===== src/rtl/priority_enc_pkg.sv =====
// Shared types and defaults for the priority encoder slice.
// State encoding and default widths live here.
package priority_enc_pkg;

  localparam int WIDTH_DEF  = 4;
  localparam int CODE_W_DEF = 2;

  typedef enum logic [1:0] {
    ST_IDLE    = 2'd0,
    ST_PRESENT = 2'd1,
    ST_RELEASE = 2'd2
  } state_t;

endpackage


===== src/rtl/priority_encoder_comb.sv =====
// Plain combinational priority encoder: highest set bit wins.
// Also flags whether any request and more than one request is set.
module priority_encoder_comb #(
  parameter int WIDTH  = 4,
  parameter int CODE_W = 2
) (
  input  logic [WIDTH-1:0]  req,
  output logic [CODE_W-1:0] idx,
  output logic              any,
  output logic              multi
);

  if (CODE_W != $clog2(WIDTH)) begin : g_bad_code_w
    $error("CODE_W must equal log2(WIDTH)");
  end
  if (WIDTH < 2 || WIDTH > 16 || (WIDTH & (WIDTH - 1)) != 0) begin : g_bad_width
    $error("WIDTH must be a power of 2 in 2..16");
  end

  // Scan upward so the highest set line overwrites lower ones.
  always_comb begin
    idx   = '0;
    any   = 1'b0;
    multi = 1'b0;
    for (int i = 0; i < WIDTH; i++) begin
      if (req[i]) begin
        multi = multi | any;
        any   = 1'b1;
        idx   = CODE_W'(i);
      end
    end
  end

endmodule


===== src/rtl/priority_encoder_4x2_hs.sv =====
// Sequential priority encoder with valid/ack hold and release wait.
// Optional input synchronizer: define PRIORITY_ENC_SYNC_EN.
module priority_encoder_4x2_hs
  import priority_enc_pkg::*;
#(
  parameter int WIDTH  = WIDTH_DEF,
  parameter int CODE_W = CODE_W_DEF
) (
  input  logic              clock,
  input  logic              reset,
  input  logic [0:WIDTH-1]  D_n,
  input  logic              enable_n,
  input  logic              ack,
  output logic [CODE_W-1:0] code,
  output logic              valid,
  output logic              multi,
  output logic              busy
);

  logic [0:WIDTH-1]  dn_eff;
  logic              en_eff;
  logic [WIDTH-1:0]  req;
  logic [CODE_W-1:0] enc_idx;
  logic              enc_any;
  logic              enc_multi;
  state_t            state;

`ifdef PRIORITY_ENC_SYNC_EN
  logic [0:WIDTH-1] dn_s1;
  logic [0:WIDTH-1] dn_s2;
  logic             en_s1;
  logic             en_s2;

  // Two-flop synchronizer; resets to inactive (all ones).
  always_ff @(posedge clock or posedge reset) begin
    if (reset) begin
      dn_s1 <= '1;
      dn_s2 <= '1;
      en_s1 <= 1'b1;
      en_s2 <= 1'b1;
    end else begin
      dn_s1 <= D_n;
      dn_s2 <= dn_s1;
      en_s1 <= enable_n;
      en_s2 <= en_s1;
    end
  end

  assign dn_eff = dn_s2;
  assign en_eff = en_s2;
`else
  assign dn_eff = D_n;
  assign en_eff = enable_n;
`endif

  // Effective active-high requests, masked by enable.
  always_comb begin
    req = '0;
    for (int i = 0; i < WIDTH; i++) begin
      req[i] = ~dn_eff[i] & ~en_eff;
    end
  end

  priority_encoder_comb #(
    .WIDTH  (WIDTH),
    .CODE_W (CODE_W)
  ) u_enc (
    .req   (req),
    .idx   (enc_idx),
    .any   (enc_any),
    .multi (enc_multi)
  );

  // Capture, hold until ack, then wait for the captured line to drop.
  always_ff @(posedge clock or posedge reset) begin
    if (reset) begin
      state <= ST_IDLE;
      code  <= '0;
      valid <= 1'b0;
      multi <= 1'b0;
      busy  <= 1'b0;
    end else begin
      unique case (state)
        ST_IDLE: begin
          if (enc_any) begin
            code  <= enc_idx;
            multi <= enc_multi;
            valid <= 1'b1;
            busy  <= 1'b1;
            state <= ST_PRESENT;
          end
        end
        ST_PRESENT: begin
          if (ack) begin
            valid <= 1'b0;
            state <= ST_RELEASE;
          end
        end
        ST_RELEASE: begin
          if (!req[code]) begin
            busy  <= 1'b0;
            state <= ST_IDLE;
          end
        end
        default: begin
          state <= ST_IDLE;
        end
      endcase
    end
  end

endmodule


===== config.mk =====
export PLATFORM = sky130hd
export DESIGN_NAME = priority_encoder_4x2_hs
export DESIGN_NICKNAME = d
export VERILOG_FILES = /design/src/rtl/priority_enc_pkg.sv /design/src/rtl/priority_encoder_comb.sv /design/src/rtl/priority_encoder_4x2_hs.sv
export SDC_FILE = /design/constraint.sdc
export NUM_CORES = 1
export LEC_CHECK = 0
export BUFFER_PORTS_ARGS = -buffer_cell sky130_fd_sc_hd__buf_2
export CAP_MARGIN = 20
export CORE_AREA = 2 2 39 41
export CTS_CLUSTER_DIAMETER = 30
export DETAILED_ROUTE_END_ITERATION = 8
export DIE_AREA = 0 0 41 43
export PLACE_DENSITY = 0.53
export SYNTH_ARGS = -nofsm -noshare
export SYNTH_HDL_FRONTEND = slang
export SYNTH_HIERARCHICAL = 1
export SYNTH_SLANG_ARGS = --single-unit

===== constraint.sdc =====
create_clock -name clock -period 1.5 [get_ports clock]
set_clock_uncertainty 0.1 [all_clocks]
set_input_delay 0.3 -clock clock [delete_from_list [all_inputs] [get_ports clock]]
set_output_delay 0.3 -clock clock [all_outputs]
set_load 0.01 [all_outputs]

==> metrics.md, run 1 <==
| Metric | Value |
|---|---|
| Status | finished, final reports clean |
| Slowest CP cell | or4_4 |
| H-tree Lvls | 1 |
| Hold Crit Class | input pin to flop |
| Cell Area, Synth | 389 um2 |
| CP delay by family, top | simple AND/OR/NAND/NOR gates |
| Synth-to-layout area growth | 44.4% |
| GPL Wtd Cong | 0.813 |
| Root buf cell | clkbuf_4 |
| Avg Cell Area, Syn | roughly 10 um2 |
| CTS tree | done |
| DRT iter0 DRCs | 4 |
| Slew margin rel. | about four fifths |
| CTS Buffer Depth | 2 |
| Drt wl/cell | 11.0 um |
| Worst r2r path cells | 2 |
| Syn Inst Count | 40 |
| Pwr Density | 1610 nW/um2 |
| Number of antenna violations at the first check in global routing | 0 |
| DRC viols | 0 |
| Worst hold path depth | 2 |
| Final Hold Viols | 0 |
| Overall Global Routing Usage | 13.3% |
| Core Box Area | 1380 um2 |
| Commonest cells after routing, fill and taps aside | 12 x buf_2, 8 x nor2_1, 7 x dfrtp_1, 7 x buf_4, 5 x inv_1 |
| Dpl hpwl | roughly 700 um |
| Post-CTS sizing | 0 |
| DR vias/cell | 4.50 |
| CP Cell Sequence | buf_2, nor2_1, or4_4, nor3b_4, mux2_2 |
| Post-CTS Setup Repair Bufs | 0 |
| FF/Latch Area | 175 um2 |
| # setup viols final | 0 |
| Worst slew pin tran | roughly 280 ps |
| Footprint of the multi-input gates | 199 um2 |
| Layout Cells excl Fill | 80 |
| Mapped Nets | 48 |
| CP Launch Type | input pin |
| Synth warn | 6 |
| DP Worst Slack | -194 ps |
| Slew Limit Fails | 0 |
| I/O pins | 13 |
| Final worst-path cycle share | 96.0% |
| Worst Path Buf+Inv | 1 |
| Cell variety after synth | 17 |
| Worst Setup End Kind | flop |
| Cell leakage power | 0.279 nW |
| Setup CP Type | input pin to flop |
| Antenna Nets Post-Route | 0 |
| GR Util met2 | between 20% and 30% |
| Antenna Cells | 0 |
| Minimum clock period after layout | 1440 ps |
| Placed Cells | 75 |
| Crit path depth | 5 |
| Routed wire length | 877 um |
| Max VDD drop | between 0.0006 and 0.0007 V |
| CP peak stage delay | 530 ps |
| Initial core utilization | 28.1% |
| GRT Residual Overflow | 0 |
| Chip height | 43 um |
| RSZ-0062 raised after global routing | no |
| Clock latency on the worst-skew pair | ~250 ps |
| Max-cap violations | 0 |
| M1 GR Usage | 15.1% |
| Vias | 360 |
| Max FO, Critical Path | 5 |
| Drt pass-1 iters | 3 |
| Port Buf Inserts | 12 |
| CTS Buf Count | 3 |
| CTS Hold Bufs | 1 |
| Die width | 41 um |
| Largest net degree at the start of global routing | 8 |
| Post-route setup slack | 59.9 ps |
| Worst EP required | 1530 ps |
| Met3 Track Usage GR | 9.42% |
| Filler Cell Count | 152 |
| Share of post-route cells with drive strength above 1 | 43.8% |
| Post-synthesis sequential area ratio | around 45% |
| Arr. time, crit path | 1470 ps |
| Row count | 14 |
| GRT busiest layer | met2 |
| Reg clk slew, reported paths | approximately 50 ps |
| Yosys reg bits | 7 |
| Die area | 1760 um2 |
| Tightest hold margin | between 150 and 200 ps |
| Vias in the first global route | about 370 |
| # clock sinks | 7 |
| Most common cell after layout, fill and taps aside | buf_2 |
| First-pass GRT wire length | 1.52 mm |
| Post-layout nets | 73 |
| Fmax | 694 MHz |
cells in the mapped netlist:
library cell,number,area [um2]
a21o_2,1,8.76
a211oi_1,3,22.5
nor2_1,8,30.0
dfrtp_1,7,175
nor2b_1,1,6.26
a22oi_1,1,7.51
or4_1,1,7.51
mux2_2,3,33.8
nor3b_4,1,18.8
inv_1,5,18.8
or2_1,1,6.26
o31ai_1,1,7.51
a21oi_1,1,5.00
a31oi_1,1,6.26
mux2i_1,2,20.0
nand3_1,1,5.00
o21ai_0,2,10.0
metrics by stage:
stage | area [um2] | setup TNS (ps) | utilization [%] | total power [mW]
4_1_cts | 562 | 0 | 40.6 | 0.922
6_report | 562 | 0 | 40.6 | 0.907
2_1_floorplan | 393 | -107 | - | 0.583
3_3_place_gp | 526 | -720 | 38.0 | 0.738
5_1_grt | 562 | 0 | 40.6 | 0.987
3_5_place_dp | 526 | -751 | 38.0 | 0.739
final timing paths:
path	start	endpoint	slack (ps)
hold / removal	ack	state[0]	160
max in group asynchronous	reset	multi	660
hold reg to reg	multi	multi	430
setup reg to reg	state[1]	multi	200
setup / recovery	enable_n	multi	60
min in group asynchronous	reset	state[0]	420
layer usage:
| metal | part of all wire (%) | vias up |
|---|---|---|
| li1 | - | 189 |
| met1 | 43 | 163 |
| met2 | 50 | 8 |
| met3 | 6.6 | 0 |
| met4 | 0 | 0 |
| met5 | 0 | - |
final cells by class:
type | instances | share of cell area [%]
Clock buffer | 4 | 4.68
Inverter | 5 | 3.34
Tap cell | 16 | 3.56
Sequential cell | 7 | 31.2
Multi-Input combinational cell | 28 | 35.4
Timing Repair Buffer | 20 | 21.8
flip-flops by register name (all words and copies together), names as in the netlist:
name   count
busy       1
valid      1
code       2
state      2
multi      1
where the power goes:
group / leakage (nW) / internal, mW / total, mW / switching [mW]
Combinational: 0.181 / 0.202 / 0.370 / 0.168
Clock: 0.0150 / 0.102 / 0.173 / 0.0714
Sequential: 0.0831 / 0.275 / 0.364 / 0.0887
Total: 0.279 / 0.579 / 0.907 / 0.328
logic make-up after synthesis:
kind of cell,Yosys count,synth area share [%]
multiplexers,5,13.8
flip-flops,7,45.0
AND/OR/NAND/NOR,13,19.0
AO/OA/AOI/OAI,10,17.4
buffers and inverters,5,4.82
Power figures use the tool's default switching activity.
==> run 2, diff against run 1 <==
- CAP_MARGIN: 20 -> 40
- GPL_TIMING_DRIVEN: unset -> 0
==> metrics.md, run 2 (same netlist as run 1, synthesis figures left out) <==
| Metric | Value |
|---|---|
| CP Launch Type | input pin |
| Row count | 14 (unchanged) |
| RSZ-0062 raised after global routing | no |
| Comb pwr share | 37.3% (-3.5 points) |
| Filler Cell Count | 145 (-4.6%) |
| Initial core utilization | 28.1% (unchanged) |
| Status | finished, final reports clean |
| Minimum clock period after layout | 1480 ps (+40.0 ps) |
| Slowest CP cell | or4_4 |
| Layout Cells excl Fill | 73 (-8.8%) |
| Post-route setup slack | 19.9 ps (-40.0 ps) |
| CP startpoint | enable_n |
| Largest net degree at the start of global routing | 8 (unchanged) |
| Synth-to-layout area growth | 32.8% |
| DRC viols | 0 (unchanged) |
| Commonest cells after routing, fill and taps aside | 11 x buf_2, 7 x dfrtp_1, 6 x nor2_1, 5 x inv_1 |
| GPL Wtd Cong | 0.770 (-5.2%) |
| Final Hold Viols | 0 (unchanged) |
| DR vias/cell | 4.67 (+3.8%) |
| # clock sinks | 7 (unchanged) |
| Switching fraction of total power | 36.0% (-0.096 points) |
| CTS tree | done |
| First-pass GRT wire length | 1.32 mm (-13%) |
| Max-cap violations | 0 (unchanged) |
| Die width | 41 um (unchanged) |
| H-tree Lvls | 1 (unchanged) |
| Final worst-path cycle share | 98.7% (+2.7 points) |
| DP Worst Slack | -267 ps (-72.9 ps) |
| Setup CP Type | input pin to flop |
| Root buf cell | clkbuf_4 |
| R2R Setup Slk | 140 ps (-60 ps) |
| CP Cell Sequence | buf_4, nor2_2, or4_4, nor3b_4, mux2_2 |
| Slew Limit Fails | 0 (unchanged) |
| Critical R2R Launch | state[0] |
| Most common cell after layout, fill and taps aside | buf_2 |
| Arr. time, crit path | 1510 ps (+40 ps) |
| # setup viols final | 0 (unchanged) |
| Overall Global Routing Usage | 11.6% (-1.8 points) |
| Max FO, Critical Path | 6 (+1) |
| Share of post-route cells with drive strength above 1 | 40.4% (-3.4 points) |
| Clock network fraction of total power | 19.4% (+0.3 points) |
| Post-layout nets | 66 (-9.6%) |
| Reg clk slew, reported paths | 50 ps (about the same) |
| Int Power | 552 uW (-4.7%) |
| Core Box Area | 1380 um2 (unchanged) |
| GRT Residual Overflow | 0 (unchanged) |
| Clock latency on the worst-skew pair | 250 ps (about the same) |
| CP endpoint | code[1] |
| NetSw | 311 uW (-5.1%) |
| Chip height | 43 um (unchanged) |
| Post-CTS Setup Repair Bufs | 0 (unchanged) |
| Placed Cells | 68 (-9.3%) |
| R2R Path End | code[1] |
| CP peak stage delay | 560 ps (+30 ps) |
| Worst Setup End Kind | flop |
| Hold Crit Class | input pin to flop |
| Fmax | 676 MHz (-2.7%) |
| CTS Buffer Depth | 2 (unchanged) |
| Drt pass-1 iters | 4 (+1) |
| Dpl hpwl | 563 um (-20%) |
| I/O pins | 13 (unchanged) |
| DRT iter0 DRCs | 6 (+2) |
| Cell leakage power | 0.245 nW (-12%) |
| Leading registers by flop count | code (2), state (2) |
| Die area | 1760 um2 (unchanged) |
| Max VDD drop | 0.000668 V (+10%) |
| CTS Buf Count | 3 (unchanged) |
| Port Buf Inserts | 12 (unchanged) |
| Antenna Cells | 0 (unchanged) |
| Worst EP required | 1530 ps (about the same) |
| Number of antenna violations at the first check in global routing | 0 (unchanged) |
| Pwr Density | 1670 nW/um2 (+3.5%) |
| Worst r2r path cells | 2 (unchanged) |
| Vias | 341 (-5.3%) |
| Seq pwr share | 43.2% (+3.1 points) |
| Slew margin rel. | 81.6% (+0.11 points) |
| Routed wire length | 733 um (-16%) |
| Drt wl/cell | 10.0 um (-8.4%) |
| Worst slew pin tran | 277 ps (-1.39 ps) |
| Final Core Density | 37.3% (-3.3 points) |
| Vias in the first global route | 312 (-16%) |
| Antenna Nets Post-Route | 0 (unchanged) |
## run 2: layer usage
metal  vias to the layer above  wire length [um]  part of all wire, %  GRT usage (%)
met2                         8               328                   45           15.6
met1                       156               359                   49           15.2
met5                         -                 0                    0              0
li1                        177                 -                    -              -
met3                         0                45                  6.1           9.42
met4                         0                 0                    0              0
## run 2: final cells by class
cell class                      count  area [um2]  share of cell area (%)
Clock buffer                        4        26.3                    5.08
Inverter                            5        18.8                    3.63
Multi-Input combinational cell     28         204                    39.5
Sequential cell                     7         175                    33.9
Tap cell                           16        20.0                    3.87
Timing Repair Buffer               13        72.6                    14.0
## run 2: timing repair
item | 4_1_cts | 5_1_grt
hold endpoints to repair | 7 | 0
gates cloned | 0 | 0
resized for setup | 2 | 1
hold buffers | 1 | 0
pin swaps | 0 | 1
endpoints found under the setup margin | 1 | 3
## run 2: power by group through the flow
stage | sequential [mW] | clock, mW | combinational [mW]
6_report | 0.373 | 0.168 | 0.322
5_1_grt | 0.391 | 0.194 | 0.368
4_1_cts | 0.374 | 0.179 | 0.326
3_5_place_dp | 0.375 | 0 | 0.322
3_3_place_gp | 0.374 | 0 | 0.319
2_1_floorplan | 0.391 | 0 | 0.192
## run 2: through the flow
step,TNS (ps),hold slack (ps),power [mW],instance area [um2]
floorplan,-107,3.40,0.583,393
global placement,-962,148,0.693,473
detailed placement,-979,146,0.697,473
CTS,0,148,0.879,514
global route,0,163,0.953,517
finish,0,157,0.863,517
## run 2: how the worst min path moves through the flow
stage	start	endpoint	slack [ps]	cells after the start
after CTS	ack	state[0]	150	2
after global placement	reset	busy	150	2
after global routing	ack	state[0]	160	2
final	ack	state[0]	160	2
after floorplan	reset	busy	3	1
after detailed placement	reset	multi	150	2
## run 2: worst max-delay path: cells and delay by family
kind                   cells  cell delay, ps
buffers and inverters      1             120
muxes                      1             280
and+or+nand+nor            3             810
==> run 3, diff against run 2 <==
- ABC_AREA: unset -> 1
- PLACE_DENSITY: 0.53 -> 0.52
- RECOVER_POWER: unset -> 50
==> metrics.md, run 3 <==
| Metric | Value |
|---|---|
| Dpl hpwl | 567 um (+0.64%) |
| Leading registers by flop count | code (2), state (2) |
| Chip height | 43 um (unchanged) |
| Switching fraction of total power | 38.6% (+2.5 points) |
| Worst hold path depth | 2 (unchanged) |
| Drt pass-1 iters | 3 (-1) |
| Worst EP required | 1530 ps (about the same) |
| Mapped Nets | 60 (+25%) |
| Fmax | 787 MHz (+16%) |
| NetSw | 336 uW (+7.9%) |
| Max VDD drop | 0.000707 V (+5.8%) |
| Routed wire length | 710 um (-3.1%) |
| Met3 Track Usage GR | 1.57% (-7.9 points) |
| Overall Global Routing Usage | 9.95% (-1.6 points) |
| CP delay by family, top | simple AND/OR/NAND/NOR gates |
| Share of post-route cells with drive strength above 1 | 27.5% (-13 points) |
| Hold Crit Class | input pin to flop |
| Status | finished, final reports clean |
| CTS Buf Count | 3 (unchanged) |
| CP Cell Sequence | buf_2, nor2_1, nor2_2, nand2_1, nand2_2, mux2_4 |
| Worst Path Buf+Inv | 1 (unchanged) |
| Slowest CP cell | mux2_4 |
| CP peak stage delay | 320 ps (-240 ps) |
| Max-cap violations | 0 (unchanged) |
| Commonest cells after routing, fill and taps aside | 16 x nand2_1, 12 x buf_2, 9 x inv_1, 7 x nor2_1, 7 x dfrtp_1 |
| M1 GR Usage | 13.3% (-1.9 points) |
| Synth-to-layout area growth | 30.7% |
| Synth top area cells | dfrtp_1 46%, nand2_1 16%, inv_1 8.9% |
| Post-synthesis sequential area ratio | 46.2% (+1.2 points) |
| Layout Cells excl Fill | 85 (+16%) |
| Die area | 1760 um2 (unchanged) |
| Slew Limit Fails | 0 (unchanged) |
| Syn Inst Count | 52 (+30%) |
| Crit path depth | 6 (+1) |
| CTS tree | done |
| Cell leakage power | 0.272 nW (+11%) |
| # setup viols final | 0 (unchanged) |
| Worst slew pin tran | 284 ps (+7.60 ps) |
| # clock sinks | 7 (unchanged) |
| Avg Cell Area, Syn | 7.29 um2 (-25%) |
| Yosys reg bits | 7 (unchanged) |
| Final Hold Viols | 0 (unchanged) |
| GRT busiest layer | met2 |
| Comb pwr share | 41.1% (+3.8 points) |
| Final Total Pwr | 871 uW (+0.92%) |
| EDFF count, synth | 0 (unchanged) |
| H-tree Lvls | 1 (unchanged) |
| Post-CTS Setup Repair Bufs | 0 (unchanged) |
| GPL Wtd Cong | 0.618 (-20%) |
| Worst Setup End Kind | flop |
| Largest net degree at the start of global routing | 9 (+1) |
| RSZ-0062 raised after global routing | no |
| GR Util met2 | 13.4% (-2.2 points) |
| Minimum clock period after layout | 1270 ps (-209 ps) |
| Final worst-path cycle share | 84.8% (-14 points) |
| FFs w/ async S/R, synth | 100% (unchanged) |
| Pwr Density | 1760 nW/um2 (+5.3%) |
| DR vias/cell | 4.20 (-10%) |
| Antenna Cells | 0 (unchanged) |
| First-pass GRT wire length | 1.15 mm (-13%) |
| DRC viols | 0 (unchanged) |
| Placed Area | 459 um2 (-2.9%) |
| Clock network fraction of total power | 19.2% (-0.2 points) |
| Synth warn | 6 (unchanged) |
| Cell Area, Synth | 379 um2 (-2.6%) |
| Synth cell count leaders | 16 x nand2_1, 9 x inv_1, 7 x dfrtp_1, 7 x nor2_1, 3 x nand3_1 |
| Root buf cell | clkbuf_4 |
| Die width | 41 um (unchanged) |
| CTS Buffer Depth | 2 (unchanged) |
| Port Buf Inserts | 12 (unchanged) |
| Placed Cells | 80 (+18%) |
| Clock latency on the worst-skew pair | 250 ps (about the same) |
| Arr. time, crit path | 1300 ps (-210 ps) |
| Setup CP Type | input pin to flop |
| Vias | 357 (+4.7%) |
| Biggest area consumer among synthesized cells | dfrtp_1 |
| Vias in the first global route | 298 (-4.5%) |
| Initial core utilization | 27.4% (-0.72 points) |
| Top-area cell type share of the netlist area | 46.2% (+1.2 points) |
| Final Core Density | 35.8% (-1.5 points) |
| I/O pins | 13 (unchanged) |
| Post-layout nets | 78 (+18%) |
| Final instance area | 495 um2 (-4.1%) |
| Core Box Area | 1380 um2 (unchanged) |
| DP Worst Slack | -29.4 ps (+238 ps) |
| Antenna Nets Post-Route | 0 (unchanged) |
| Ys flop type | dfrtp_1 |
| CP Launch Type | input pin |
| DRT iter0 DRCs | 8 (+2) |
| Cell variety after synth | 13 (-4) |
| Row count | 14 (unchanged) |
| Number of antenna violations at the first check in global routing | 0 (unchanged) |
| GRT Residual Overflow | 0 (unchanged) |
| Seq pwr share | 39.6% (-3.6 points) |
| Slew margin rel. | 81.0% (-0.58 points) |
| Post-route setup slack | 229 ps (+209 ps) |
| Drt wl/cell | 8.35 um (-17%) |
| Most instantiated library cell after synthesis | nand2_1 |
| Worst r2r path cells | 3 (+1) |
| Int Power | 535 uW (-3.0%) |
| Max FO, Critical Path | 8 (+2) |
| Post-CTS sizing | 0 (-2) |
| Reg clk slew, reported paths | 50 ps (about the same) |
| Most common cell after layout, fill and taps aside | nand2_1 |
run 3: changes by cell type after synthesis, moves of 2 or more:
cell and change:
a211oi_1 -3, inv_1 +4, mux2_2 -3, mux2i_1 -2
nand2_1 +16, nand3_1 +2, nor2_2 +2
run 3: layout make-up:
class / instances / area (um2)
fillers: 154 / 888
well taps: 16 / 20.0
multi-input cells: 36 / 170
clock buffers: 4 / 26.3
flip-flops and latches: 7 / 175
repair buffers: 13 / 70.1
inverters: 9 / 33.8
run 3: worst reg2reg max path, cell delays in order (launching register included):
cell and delay [ps]:
dfrtp_1 420, nor2_2 110, nand2_2 120, mux2_4 320
run 3: repair_timing:
item | in CTS | in global routing
setup endpoints to repair | 0 | 0
endpoints found under the hold margin | 7 | 0
hold buffers | 1 | 0
run 3: path summary, 6_finish.rpt:
kind	from	to	slack, ps
worst min-delay path	ack	state[0]	140
worst max-delay path	enable_n	multi	230
worst min register to register	busy	busy	360
min in group asynchronous	reset	multi	420
max in group asynchronous	reset	code[0]	670
worst max register to register	state[1]	multi	310
run 3: power groups by stage:
stage | Sequential, mW | Clock [mW] | Combinational, mW
floorplan | 0.374 | 0 | 0.222
global placement | 0.348 | 0 | 0.365
detailed placement | 0.350 | 0 | 0.370
CTS | 0.347 | 0.178 | 0.373
global route | 0.359 | 0.184 | 0.419
finish | 0.345 | 0.168 | 0.358
run 3: logic make-up after synthesis:
| family | after synthesis | synth area share [%] |
|---|---|---|
| compound gates | 5 | 7.26 |
| buf+inv | 9 | 8.91 |
| flops | 7 | 46.2 |
| mux | 1 | 3.96 |
| simple gates | 30 | 33.7 |
run 3: layer usage:
metal / vias up / wire (um)
met1: 151 / 314
met5: - / 0
met3: 2 / 50
met4: 0 / 15
met2: 12 / 328
li1: 192 / -
run 3: stage by stage:
| step | TNS [ps] | hold WS (ps) |
|---|---|---|
| after floorplan | 0 | 3.40 |
| after global placement | -49.3 | 137 |
| after detailed placement | -29.4 | 141 |
| after CTS | 0 | 133 |
| after global routing | 0 | 137 |
| final | 0 | 141 |
